--- src/rtl/div_pkg.sv ---
// Shared width and FSM state encoding for the sequential restoring divider.
package div_pkg;

    localparam int DIV_WIDTH = 8;

    typedef enum logic [1:0] {
        IDLE = 2'd0,
        RUN  = 2'd1,
        DONE = 2'd2
    } div_state_t;

endpackage

--- src/rtl/div_step.sv ---
// One restoring-division iteration: shift in the next dividend bit, trial subtract, restore on borrow.
// Latency: combinational.
// Backpressure: none; pure function of its inputs.
module div_step
    import div_pkg::*;
#(
    parameter int WIDTH = DIV_WIDTH
) (
    input  logic [WIDTH-1:0] rem,
    input  logic             dvd_msb,
    input  logic [WIDTH-1:0] divisor,
    output logic [WIDTH-1:0] rem_nxt,
    output logic             q_bit
);

    logic [WIDTH:0]   trial;
    logic [WIDTH+1:0] diff;

    // One extra bit above the trial value holds the borrow of the subtraction.
    assign trial   = {rem, dvd_msb};
    assign diff    = {1'b0, trial} - {2'b00, divisor};
    assign q_bit   = ~diff[WIDTH+1];
    assign rem_nxt = q_bit ? WIDTH'(diff[WIDTH:0]) : WIDTH'(trial);

endmodule

--- src/rtl/div_seq_8bit.sv ---
// Sequential restoring divider: quotient/remainder of dividend/divisor, divide-by-zero flagged.
// Latency: WIDTH+1 cycles from start to done (1 cycle when divisor is 0).
// Backpressure: start is ignored while busy; results hold until the next done.
module div_seq_8bit
    import div_pkg::*;
#(
    parameter int WIDTH = DIV_WIDTH
) (
    input  logic             clk,
    input  logic             rst,
    input  logic             start,
    input  logic [WIDTH-1:0] dividend,
    input  logic [WIDTH-1:0] divisor,
    output logic             busy,
    output logic             done,
    output logic [WIDTH-1:0] quotient,
    output logic [WIDTH-1:0] remainder,
    output logic             div_zero
);

    localparam int CW = $clog2(WIDTH + 1);

    div_state_t       state;
    logic [CW-1:0]    cnt;
    logic [WIDTH-1:0] dvd_reg;
    logic [WIDTH-1:0] dvs_reg;
    logic [WIDTH-1:0] rem;
    logic [WIDTH-1:0] q_reg;
    logic [WIDTH-1:0] rem_nxt;
    logic             q_bit;

    div_step #(.WIDTH(WIDTH)) u_step (
        .rem     (rem),
        .dvd_msb (dvd_reg[WIDTH-1]),
        .divisor (dvs_reg),
        .rem_nxt (rem_nxt),
        .q_bit   (q_bit)
    );

    always_ff @(posedge clk or posedge rst) begin
        if (rst) begin
            state     <= IDLE;
            cnt       <= '0;
            dvd_reg   <= '0;
            dvs_reg   <= '0;
            rem       <= '0;
            q_reg     <= '0;
            busy      <= 1'b0;
            done      <= 1'b0;
            quotient  <= '0;
            remainder <= '0;
            div_zero  <= 1'b0;
        end else begin
            case (state)
                IDLE: begin
                    done <= 1'b0;
                    if (start) begin
                        dvd_reg <= dividend;
                        dvs_reg <= divisor;
                        rem     <= '0;
                        q_reg   <= '0;
                        cnt     <= '0;
                        busy    <= 1'b1;
                        if (divisor == '0) begin
                            state     <= DONE;
                            done      <= 1'b1;
                            quotient  <= '1;
                            remainder <= dividend;
                            div_zero  <= 1'b1;
                        end else begin
                            state <= RUN;
                        end
                    end
                end
                RUN: begin
                    rem     <= rem_nxt;
                    q_reg   <= {q_reg[WIDTH-2:0], q_bit};
                    dvd_reg <= dvd_reg << 1;
                    cnt     <= cnt + 1'b1;
                    // Last iteration publishes the results straight from the step logic.
                    if (cnt == CW'(WIDTH - 1)) begin
                        state     <= DONE;
                        done      <= 1'b1;
                        quotient  <= {q_reg[WIDTH-2:0], q_bit};
                        remainder <= rem_nxt;
                        div_zero  <= 1'b0;
                    end
                end
                DONE: begin
                    state <= IDLE;
                    done  <= 1'b0;
                    busy  <= 1'b0;
                end
                default: begin
                    state <= IDLE;
                    done  <= 1'b0;
                    busy  <= 1'b0;
                end
            endcase
        end
    end

endmodule

--- config.mk ---
export PLATFORM = sky130hd
export DESIGN_NAME = div_seq_8bit
export DESIGN_NICKNAME = d
export VERILOG_FILES = /design/src/rtl/div_pkg.sv /design/src/rtl/div_step.sv /design/src/rtl/div_seq_8bit.sv
export SDC_FILE = /design/constraint.sdc
export NUM_CORES = 1
export LEC_CHECK = 0
export BUFFER_PORTS_ARGS = -buffer_cell sky130_fd_sc_hd__buf_2
export CORE_MARGIN = 2
export CORE_UTILIZATION = 61
export DETAILED_ROUTE_END_ITERATION = 10
export PLACE_DENSITY = 0.86
export SLEW_MARGIN = 30
export SYNTH_ARGS = -nofsm -noshare
export SYNTH_HDL_FRONTEND = slang
export SYNTH_SLANG_ARGS = --single-unit
--- constraint.sdc ---
create_clock -name clk -period 3.25 [get_ports clk]
set_input_delay 0.325 -clock clk [delete_from_list [all_inputs] [get_ports clk]]
set_output_delay 0.325 -clock clk [all_outputs]
set_load 0.01 [all_outputs]
# == After elaboration in Yosys (flattened, before gate mapping) ==
# Index checks and enable logic that the tools add are counted.
# classes
reduce_logical,8
addsub,2
shifts,0
div,0
multipliers,0
eq_ne,5
n_bitwise,2
n_mux,30
n_lt_le_gt_ge,0
# op_table
cell,n
$mux W8,9
$pmux W8 S2,4
$pmux W7 S2,1
$sub A9 B8 Y10,1
$logic_not A8 Y1,1
$pmux W4 S2,1
$reduce_and A2 Y1,4
$mux W1,7
$mux W2,3
$ne A2 B2 Y1 const B,3
$pmux W1 S2,3
$add A4 B1 Y4 const B,1
$eq A4 B3 Y1 const B,1
$mux W4,1
$pmux W2 S2,1
$reduce_and A4 Y1,1
$eq A2 B1 Y1 const B,1
$logic_not A2 Y1,1
$not A1 Y1,2
$reduce_bool A2 Y1,1
# word_totals
out_inout_bits,19
rom_bits,0
reg_bits,56
ram_bits,0
latch_bits,0
mem_count,0

# == Depth between registers and ports, before layout ==
# Gate-level depths: netlist of run 1.
# logic_depth
word_depth,4
ltp_mapped,9

# == Modules after synthesis ==
# From an unflattened synthesis of run 1, not the netlist that was laid out.
# unflattened
hier_cells,296
area_unflattened_um2,2861.5
# by_module_without_submodules
module,seq_area_each_um2,area_each_um2,cells_per_inst,instances
div_seq_8bit,1401.3,2364.8,236,1
div_step,0.0,496.7,60,1

# == Worst setup path before layout of run 1 ==
# Ideal clock, no wire load.
# synth_path
path_type,register -> register
startpoint,register rem[5]
endpoint,register remainder[0]
required_ps,3124
path_buffers,1
setup_ps,126
path_stages_with_launch,8
t_arrival_ps,1941
setup_slack_ps,1182
cell_sequence,dfrtp_1 > ha_1 > a21o_1 > a21boi_2 > nor3b_2 > buf_6 > o31ai_1 > o32a_1
# synth_between
elab_chain_cells,4
# synth_lines
element,line,source
from (decl),div_seq_8bit.sv:27,logic [WIDTH-1:0] rem;
from (signal assigned),div_seq_8bit.sv:76,rem <= rem_nxt;
$sub A9 B8 Y10,div_step.sv:21,"assign diff = {1'b0, trial} - {2'b00, divisor};"
$mux W8,div_step.sv:23,assign rem_nxt = q_bit ? WIDTH'(diff[WIDTH:0]) : WIDTH'(trial);
$mux W8,div_seq_8bit.sv:81,if (cnt == CW'(WIDTH - 1)) begin
$pmux W8 S2,div_seq_8bit.sv:54,case (state)
to (signal assigned),div_seq_8bit.sv:68,remainder <= dividend;
to (signal assigned),div_seq_8bit.sv:85,remainder <= rem_nxt;
to (decl),div_seq_8bit.sv:17,"output logic [WIDTH-1:0] remainder,"
# Every way passes these cells. The select of a mux whose other input is x is not followed.
# A chain may end at the register's enable or synchronous reset.

# == Final worst setup path of run 1 ==
# layout_path
startpoint,register dvd_reg[7]
endpoint,register remainder[4]
# layout_between
elab_chain_cells,4
# layout_lines
element,line,source
from (decl),div_seq_8bit.sv:25,logic [WIDTH-1:0] dvd_reg;
from (signal assigned),div_seq_8bit.sv:58,dvd_reg <= dividend;
from (signal assigned),div_seq_8bit.sv:78,dvd_reg <= dvd_reg << 1;
$sub A9 B8 Y10,div_step.sv:21,
$mux W8,div_step.sv:23,
$mux W8,div_seq_8bit.sv:81,
$pmux W8 S2,div_seq_8bit.sv:54,
# Every way passes these cells. The select of a mux whose other input is x is not followed.

==> metrics.md, run 1 <==
| Metric | Value |
|---|---|
| Status | finished, final reports clean |
| Clock Latency Late Sink | 0.31 ns |
| WL/cell | 16.8 um |
| Top post-synthesis cells by count | dfrtp_1, nand2_1, nor2_1, o21ai_0, inv_1 |
| Post-DRT Antenna Nets | 0 |
| Post-CTS Setup Bufs | 0 |
| DRT iter0 DRCs | 180 |
| Crit Path Category | reg2reg |
| Starting density of the core | 0.638 |
| # nets final | 345 |
| Routed wire length | 6180 um |
| Worst R2R Start | dvd_reg[7]$_DFFE_PP0P_ |
| Initial antenna violation count | 0 |
| CTS resizes | 0 |
| Launch point of the worst path | dvd_reg[7]$_DFFE_PP0P_ |
| Seq/Total Area, Yosys | 0.498 |
| Fin cells | 368 |
| Post-Synthesis Cells | 281 |
| CTS Root Cell | clkbuf_8 |
| Cell area power density | 1090 nW/um^2 |
| FP Rows | 24 |
| Detailed placement HPWL | 4390 um |
| TritonRoute pass-1 iters | 4 |
| Tmin final | 2.43 ns |
| Diode count | 0 |
| Worst-path cell with the longest stage delay | o41ai_1 |
| Pleak | 1.45 nW |
| Top-area cell type share of the netlist area | 0.498 |
| H-tree levels | 2 |
| GRT overflow | 0 |
| Syn avg cell area | 10.0 um^2 |
| Achievable frequency | 412 MHz |
| Critical Path RT | 3.50 ns |
| Max VDD drop | 528 uV |
| Most numerous cell in the Yosys netlist | dfrtp_1 |
| Area delta synth->final | 10.7% |
| TritonCTS clock tree | yes |
| Ys flop type | dfrtp_1 |
| Critical path arrival | 2.67 ns |
| Pin count of the biggest net entering global routing | 37 |
| First-pass GRT wire length | 10600 um |
| Core area | 4410 um^2 |
| # port buffers | 37 |
| Flops & latches, synth | 56 |
| Number of global-route vias before repair | 2171 |
| Normalized max-slew margin | 0.515 |
| Reg2reg path depth | 8 |
| Hold Path Class | in2async |
| Seq pwr share | 0.365 |
| Clock sinks | 56 |
| Final setup vio count | 0 |
| Hold Buf Count CTS | 0 |
| CTS max path bufs | 2 |
| Cell variety after synth | 53 |
| Post-layout util | 0.706 |
| Synth area leaders | dfrtp_1, nand2_1, ha_1 |
| Clock power share | 0.109 |
| Tightest Pin Transition | 0.727 ns |
| Setup Total Neg Slack | 0 ns |
| RSZ-0062 raised after global routing | no |
| Async SR Flop Fraction | 1.00 |
| R2R Setup Slk | 0.82 ns |
| Largest area contributor in the netlist | dfrtp_1 |
| Die ar. | 5180 um^2 |
| EDFF count, synth | 0 |
| Total track usage | 0.265 |
| Via count | 2260 |
| RePlAce Congestion | 0.897 |
| Crit end category | flop |
| Drc violations | 0 |
| Crit path max fanout | 4 |
| Internal power | 1.91 mW |
| TritonCTS Buffers | 5 |
| Gate power share | 0.527 |
| Max-cap check violation count | 0 |
| Net switching power of the design | 1.47 mW |
| Vias per cell | 6.14 |
| Clock Pin Slew Worst Setup and Hold Paths | 0.09 ns |
| Worst path max stage delay | 0.57 ns |
| CP cell instances | inv_1 -> ha_1 -> fa_1 -> nor2b_1 -> o22a_1 -> nor2_1 -> o41ai_1 -> o32a_1 |
| Sw Ratio | 0.435 |
| DP Cell Count | 361 |
| Synth Warn # | 0 |
| Num ports | 38 |
| Synth Cell Area | 2820 um^2 |
| Ratio of cells with drive above 1 in the final layout | 0.196 |
| Fin. Hold Viols | 0 |
| Syn Nets | 310 |
| Reg-to-reg endpoint | remainder[4]$_DFFE_PP0P_ |
| Skew final | 0.00684 ns |
| Final period util | 0.746 |
| Die Span X | 72.0 um |
| Crit path launch type | flop |
| Final-report max-slew violation count | 0 |
| Die Span Y | 72.0 um |
==> cells by family (layout without fill, tap and decap cells) <==
group           Yosys count  after routing  synth area share
compound gates           93             93             0.246
fa+ha+maj                10             10            0.0471
buf+inv                  30             65            0.0458
flops                    56             56             0.498
mux                       2              2           0.00755
simple gates             88             88             0.150
xor+xnor                  2              2           0.00622
==> cell type report <==
class                   instances  area, um^2
repair buffers                 42         223
inverters                      16        60.1
fillers                       353        1300
well taps                      52        65.1
multi-input cells             195        1290
flip-flops and latches         56        1400
clock buffers                   5        68.8
clock inverters                 2        12.5
==> through the flow <==
step	setup WS, ns	hold slack [ns]	instance area, um^2	power [mW]
after floorplan	1.18	0.442	2820	2.56
after global placement	0.944	0.453	3040	2.94
after detailed placement	0.848	0.462	3040	3.02
after CTS	0.823	0.155	3120	3.39
after global routing	0.667	0.208	3120	3.67
final	0.824	0.127	3120	3.39
==> critical path: cells and delay by family (launching register included) <==
family / cells / cell delay, ns
adder cells (fa/ha/maj): 2 / 0.60
AO/OA/AOI/OAI: 3 / 1.00
buffers and inverters: 1 / 0.07
AND/OR/NAND/NOR: 2 / 0.30
flip-flops: 1 / 0.39
==> how the worst max path moves through the flow <==
| stage | slack [ns] | end | depth (start not counted) |
|---|---|---|---|
| final | 0.82 | remainder[4]$_DFFE_PP0P_ | 8 |
| after global routing | 0.67 | remainder[7]$_DFFE_PP0P_ | 6 |
| after CTS | 0.82 | remainder[4]$_DFFE_PP0P_ | 8 |
| after detailed placement | 0.85 | remainder[4]$_DFFE_PP0P_ | 8 |
| after global placement | 0.94 | remainder[4]$_DFFE_PP0P_ | 8 |
| after floorplan | 1.18 | remainder[0]$_DFFE_PP0P_ | 7 |
==> layer usage <==
metal | track usage | share of wire | vias to the layer above
met2 | 0.423 | 0.50 | 83
li1 | - | - | 1080
met3 | 0.0486 | 0.059 | 6
met4 | 0.103 | 0.011 | 0
met1 | 0.366 | 0.43 | 1091
met5 | 0 | 0 | -
==> cell usage in the layout, fill, tap and decap left out, types with 7 or more instances in the layout <==
| master | count |
|---|---|
| dfrtp_1 | 56 |
| buf_2 | 37 |
| nand2_1 | 34 |
| nor2_1 | 21 |
| o21ai_0 | 20 |
| inv_1 | 15 |
| a21oi_1 | 13 |
| ha_1 | 9 |
| a22o_1 | 8 |
| o22a_1 | 8 |
| nand3_1 | 8 |
| a21o_1 | 7 |
| o32a_1 | 7 |
==> power groups by stage <==
| stage | logic (mW) | registers, mW | clock network [mW] |
|---|---|---|---|
| 2_1_floorplan | 1.36 | 1.19 | 0 |
| 3_3_place_gp | 1.71 | 1.23 | 0 |
| 3_5_place_dp | 1.78 | 1.24 | 0 |
| 4_1_cts | 1.78 | 1.23 | 0.376 |
| 5_1_grt | 2.00 | 1.27 | 0.395 |
| 6_report | 1.78 | 1.24 | 0.369 |
No activity file was read; power rests on OpenSTA's default activity.
==> inputs of run 2 (changes only) <==
--- a/config.mk
+++ b/config.mk
@@ -5,11 +5,12 @@
 export SDC_FILE = /design/constraint.sdc
 export NUM_CORES = 1
 export LEC_CHECK = 0
+export ABC_AREA = 1
 export BUFFER_PORTS_ARGS = -buffer_cell sky130_fd_sc_hd__buf_2
 export CORE_MARGIN = 2
-export CORE_UTILIZATION = 61
+export CORE_UTILIZATION = 52
 export DETAILED_ROUTE_END_ITERATION = 10
-export PLACE_DENSITY = 0.86
+export PLACE_DENSITY = 0.78
 export SLEW_MARGIN = 30
 export SYNTH_ARGS = -nofsm -noshare
 export SYNTH_HDL_FRONTEND = slang
==> constraint.sdc (replaced) <==
create_clock -name clk -period 2.1 [get_ports clk]
set_input_delay 0.21 -clock clk [delete_from_list [all_inputs] [get_ports clk]]
set_output_delay 0.21 -clock clk [all_outputs]
set_load 0.01 [all_outputs]
==> run 2 against run 1 <==
Combinational power increased by 86%. Register-to-register slack got worse by 0.62 ns. Design area increased by 6.8%. Clock skew decreased by 0.0020 ns. Sequential share of layout area decreased by 2.9 points. Via count increased by 5.0%. Critical path depth increased by 3. Cell count increased by 27%. Routed wire length about the same. Count of clock-buffer cells in the layout increased by 3.
==> metrics.md, run 2 <==
| Metric | Value |
|---|---|
| Overall Power | 5.79 mW (was 3.39 mW) |
| Ratio of cells with drive above 1 in the final layout | 0.210 (was 0.196) |
| Async SR Flop Fraction | 1.00 (unchanged) |
| Area delta synth->final | 15.4% (was 10.7%) |
| Reg area | 1400 um^2 (unchanged) |
| Vias per cell | 5.08 (was 6.14) |
| Top post-synthesis cells by count | nand2_1, inv_1, dfrtp_1, nor2_1, nand3_1 (was dfrtp_1, nand2_1, nor2_1, o21ai_0, inv_1) |
| FP Rows | 27 (was 24) |
| Max VDD drop | 879 uV (was 528 uV) |
| Reg2reg path depth | 11 (was 8) |
| TritonCTS Buffers | 5 (unchanged) |
| Fin. Hold Viols | 0 (unchanged) |
| EDFF count, synth | 0 (unchanged) |
| Place WS | 0.190 ns (was 0.848 ns) |
| Worst R2R Start | rem[1]$_DFFE_PP0P_ (was dvd_reg[7]$_DFFE_PP0P_) |
| Tightest Pin Transition | 0.555 ns (was 0.727 ns) |
| Worst hold path depth | 3 |
| Via count | 2373 (was 2260) |
| Post-Synthesis Cells | 345 (was 281) |
| Final setup vio count | 0 (unchanged) |
| Syn avg cell area | 8.36 um^2 (was 10.0 um^2) |
| Die Span Y | 78.5 um (was 72.0 um) |
| Max-cap check violation count | 0 (unchanged) |
| CTS Root Cell | clkbuf_8 (unchanged) |
| Crit path launch type | flop (unchanged) |
| Num ports | 38 (unchanged) |
| R2R Setup Slk | 0.20 ns (was 0.82 ns) |
| Detailed placement HPWL | 4660 um (was 4390 um) |
| Clock Pin Slew Worst Setup and Hold Paths | 0.09 ns (about the same) |
| CTS max path bufs | 2 (unchanged) |
| Synth Warn # | 0 (unchanged) |
| Status | finished, final reports clean (unchanged) |
| Drc violations | 0 (unchanged) |
| TritonCTS clock tree | yes (unchanged) |
| # nets final | 423 (was 345) |
| Achievable frequency | 527 MHz (was 412 MHz) |
| Synth Cell Area | 2890 um^2 (was 2820 um^2) |
| Die Span X | 78.5 um (was 72.0 um) |
| Most frequent cells in the layout | nand2_1, inv_1, dfrtp_1 (was dfrtp_1, buf_2, nand2_1) |
| Met2 track demand over resource | 0.397 (was 0.423) |
| Crit path max fanout | 8 (was 4) |
| Top-area cell type share of the netlist area | 0.486 (was 0.498) |
| H-tree levels | 2 (unchanged) |
| Skew final | 0.00481 ns (was 0.00684 ns) |
| DP Cell Count | 453 (was 361) |
| Met3 usage in global routing | 0.0402 (was 0.0486) |
| Core area | 5440 um^2 (was 4410 um^2) |
| Routed wire length | 6170 um (was 6180 um) |
| Crit end category | flop (unchanged) |
| TritonRoute pass-1 iters | 4 (unchanged) |
| Critical path arrival | 2.15 ns (was 2.67 ns) |
| Gr busiest metal | met2 (unchanged) |
| Initial antenna violation count | 0 (unchanged) |
| RePlAce Congestion | 0.921 (was 0.897) |
| Fin cells | 467 (was 368) |
| Starting density of the core | 0.530 (was 0.638) |
| Fill cell count | 462 (was 353) |
| Die ar. | 6160 um^2 (was 5180 um^2) |
| Tmin final | 1.90 ns (was 2.43 ns) |
| Pin count of the biggest net entering global routing | 27 (was 37) |
| Pleak | 1.72 nW (was 1.45 nW) |
| Number of global-route vias before repair | 2386 (was 2171) |
| Final period util | 0.904 (was 0.746) |
| Reg-to-reg endpoint | remainder[2]$_DFFE_PP0P_ (was remainder[4]$_DFFE_PP0P_) |
| Cell variety after synth | 32 (was 53) |
| GRT overflow | 0 (unchanged) |
| Seq/Total Area, Yosys | 0.486 (was 0.498) |
| Largest area contributor in the netlist | dfrtp_1 (unchanged) |
| WL/cell | 13.2 um (was 16.8 um) |
| DRT iter0 DRCs | 82 (was 180) |
| Multi-input logic area | 1210 um^2 (was 1290 um^2) |
| Hold endpoint | dvs_reg[1]$_DFFE_PP0P_ |
| GR Util met1 | 0.260 (was 0.366) |
| Synth area leaders | dfrtp_1, nand2_1, inv_1 (was dfrtp_1, nand2_1, ha_1) |
| Ys flop type | dfrtp_1 (unchanged) |
| Syn Nets | 374 (was 310) |
| Clock sinks | 56 (unchanged) |
| Flops & latches, synth | 56 (unchanged) |
| Setup Total Neg Slack | 0 ns (unchanged) |
| Most numerous cell in the Yosys netlist | nand2_1 (was dfrtp_1) |
| Clock Latency Late Sink | 0.31 ns (about the same) |
| First-pass GRT wire length | 10500 um (was 10600 um) |
| # port buffers | 37 (unchanged) |
| Final worst setup slack | 0.201 ns (was 0.824 ns) |
| Hold path start | divisor[1] |
| Crit Path Category | reg2reg (unchanged) |
| Normalized max-slew margin | 0.629 (was 0.515) |
| Critical Path RT | 2.36 ns (was 3.50 ns) |
| Hold Path Class | in2reg (was in2async) |
| Final-report max-slew violation count | 0 (unchanged) |
| Commonest non-fill, non-tap cell in the layout | nand2_1 (was dfrtp_1) |
| Diode count | 0 (unchanged) |
| Post-DRT Antenna Nets | 0 (unchanged) |
| Total track usage | 0.217 (was 0.265) |
| Cell area power density | 1740 nW/um^2 (was 1090 nW/um^2) |
run 2: changes by cell type in the layout (fill, tap and decap cells not counted), sizes merged, moves of 8 or more:
cell   before  now
inv        16   64
nand2      34   76
nand3       8   29
nor2       22   35
a21o        9    0
buf        42   50
o22a        8    0
run 2: routing by layer:
layer / wire (um) / vias to the layer above
met1: 2640 / 1146
li1: - / 1183
met2: 3280 / 36
met5: 0 / -
met3: 201 / 8
met4: 59 / 0
run 2: logic make-up (layout without fill, tap and decap cells):
group | after synthesis | after routing | synth area share
muxes | 1 | 1 | 0.00347
AOI/OAI and AO/OA | 47 | 47 | 0.0980
and+or+nand+nor | 155 | 155 | 0.255
adders and majority gates | 10 | 10 | 0.0460
DFF | 56 | 56 | 0.486
buffers and inverters | 73 | 123 | 0.102
xor gates and xnor gates | 3 | 3 | 0.00911
run 2: per-stage QoR:
step / hold WS, ns / utilization / area, um^2
after floorplan: 0.375 / - / 2890
after global placement: 0.290 / 0.582 / 3170
after detailed placement: 0.294 / 0.582 / 3170
after CTS: 0.164 / 0.600 / 3270
after global routing: 0.184 / 0.612 / 3330
final: 0.170 / 0.612 / 3330
run 2: critical path, cell delays in order (launching register included):
cell and delay [ns]:
dfrtp_1 0.46, ha_4 0.33, nand3_1 0.14, nor2_2 0.15, nand2_1 0.07, nand2_1 0.10, nor2_4 0.08, nor2_4 0.21
nand2_1 0.11, nand3_1 0.09, nand2_1 0.05, inv_1 0.04
run 2: worst max path at each step:
stage          depth (start not counted)               start                        to  slack (ns)
2_1_floorplan                         11  rem[1]$_DFFE_PP0P_  remainder[1]$_DFFE_PP0P_        0.47
3_3_place_gp                          11  rem[1]$_DFFE_PP0P_  remainder[3]$_DFFE_PP0P_        0.24
3_5_place_dp                          11  rem[1]$_DFFE_PP0P_  remainder[2]$_DFFE_PP0P_        0.19
4_1_cts                               11  rem[1]$_DFFE_PP0P_  remainder[2]$_DFFE_PP0P_        0.14
5_1_grt                               11  rem[1]$_DFFE_PP0P_  remainder[2]$_DFFE_PP0P_      -0.007
6_report                              11  rem[1]$_DFFE_PP0P_  remainder[2]$_DFFE_PP0P_        0.20
run 2: repair_timing:
item,in CTS,in global routing
buffers inserted,0,5
hold endpoints to repair,24,0
gates resized for setup,0,4
hold buffers,1,0
setup endpoints to repair,0,7
run 2: final cells by class:
cell class | instances | area share
Inverter | 64 | 0.0722
Multi-Input combinational cell | 216 | 0.365
Sequential cell | 56 | 0.421
Clock buffer | 8 | 0.0271
Tap cell | 72 | 0.0271
Timing Repair Buffer | 51 | 0.0880
run 2: report_power, final:
group	switching (mW)	internal (mW)	total [mW]
Combinational	1.97	1.33	3.31
Sequential	0.307	1.58	1.88
Clock	0.327	0.270	0.596
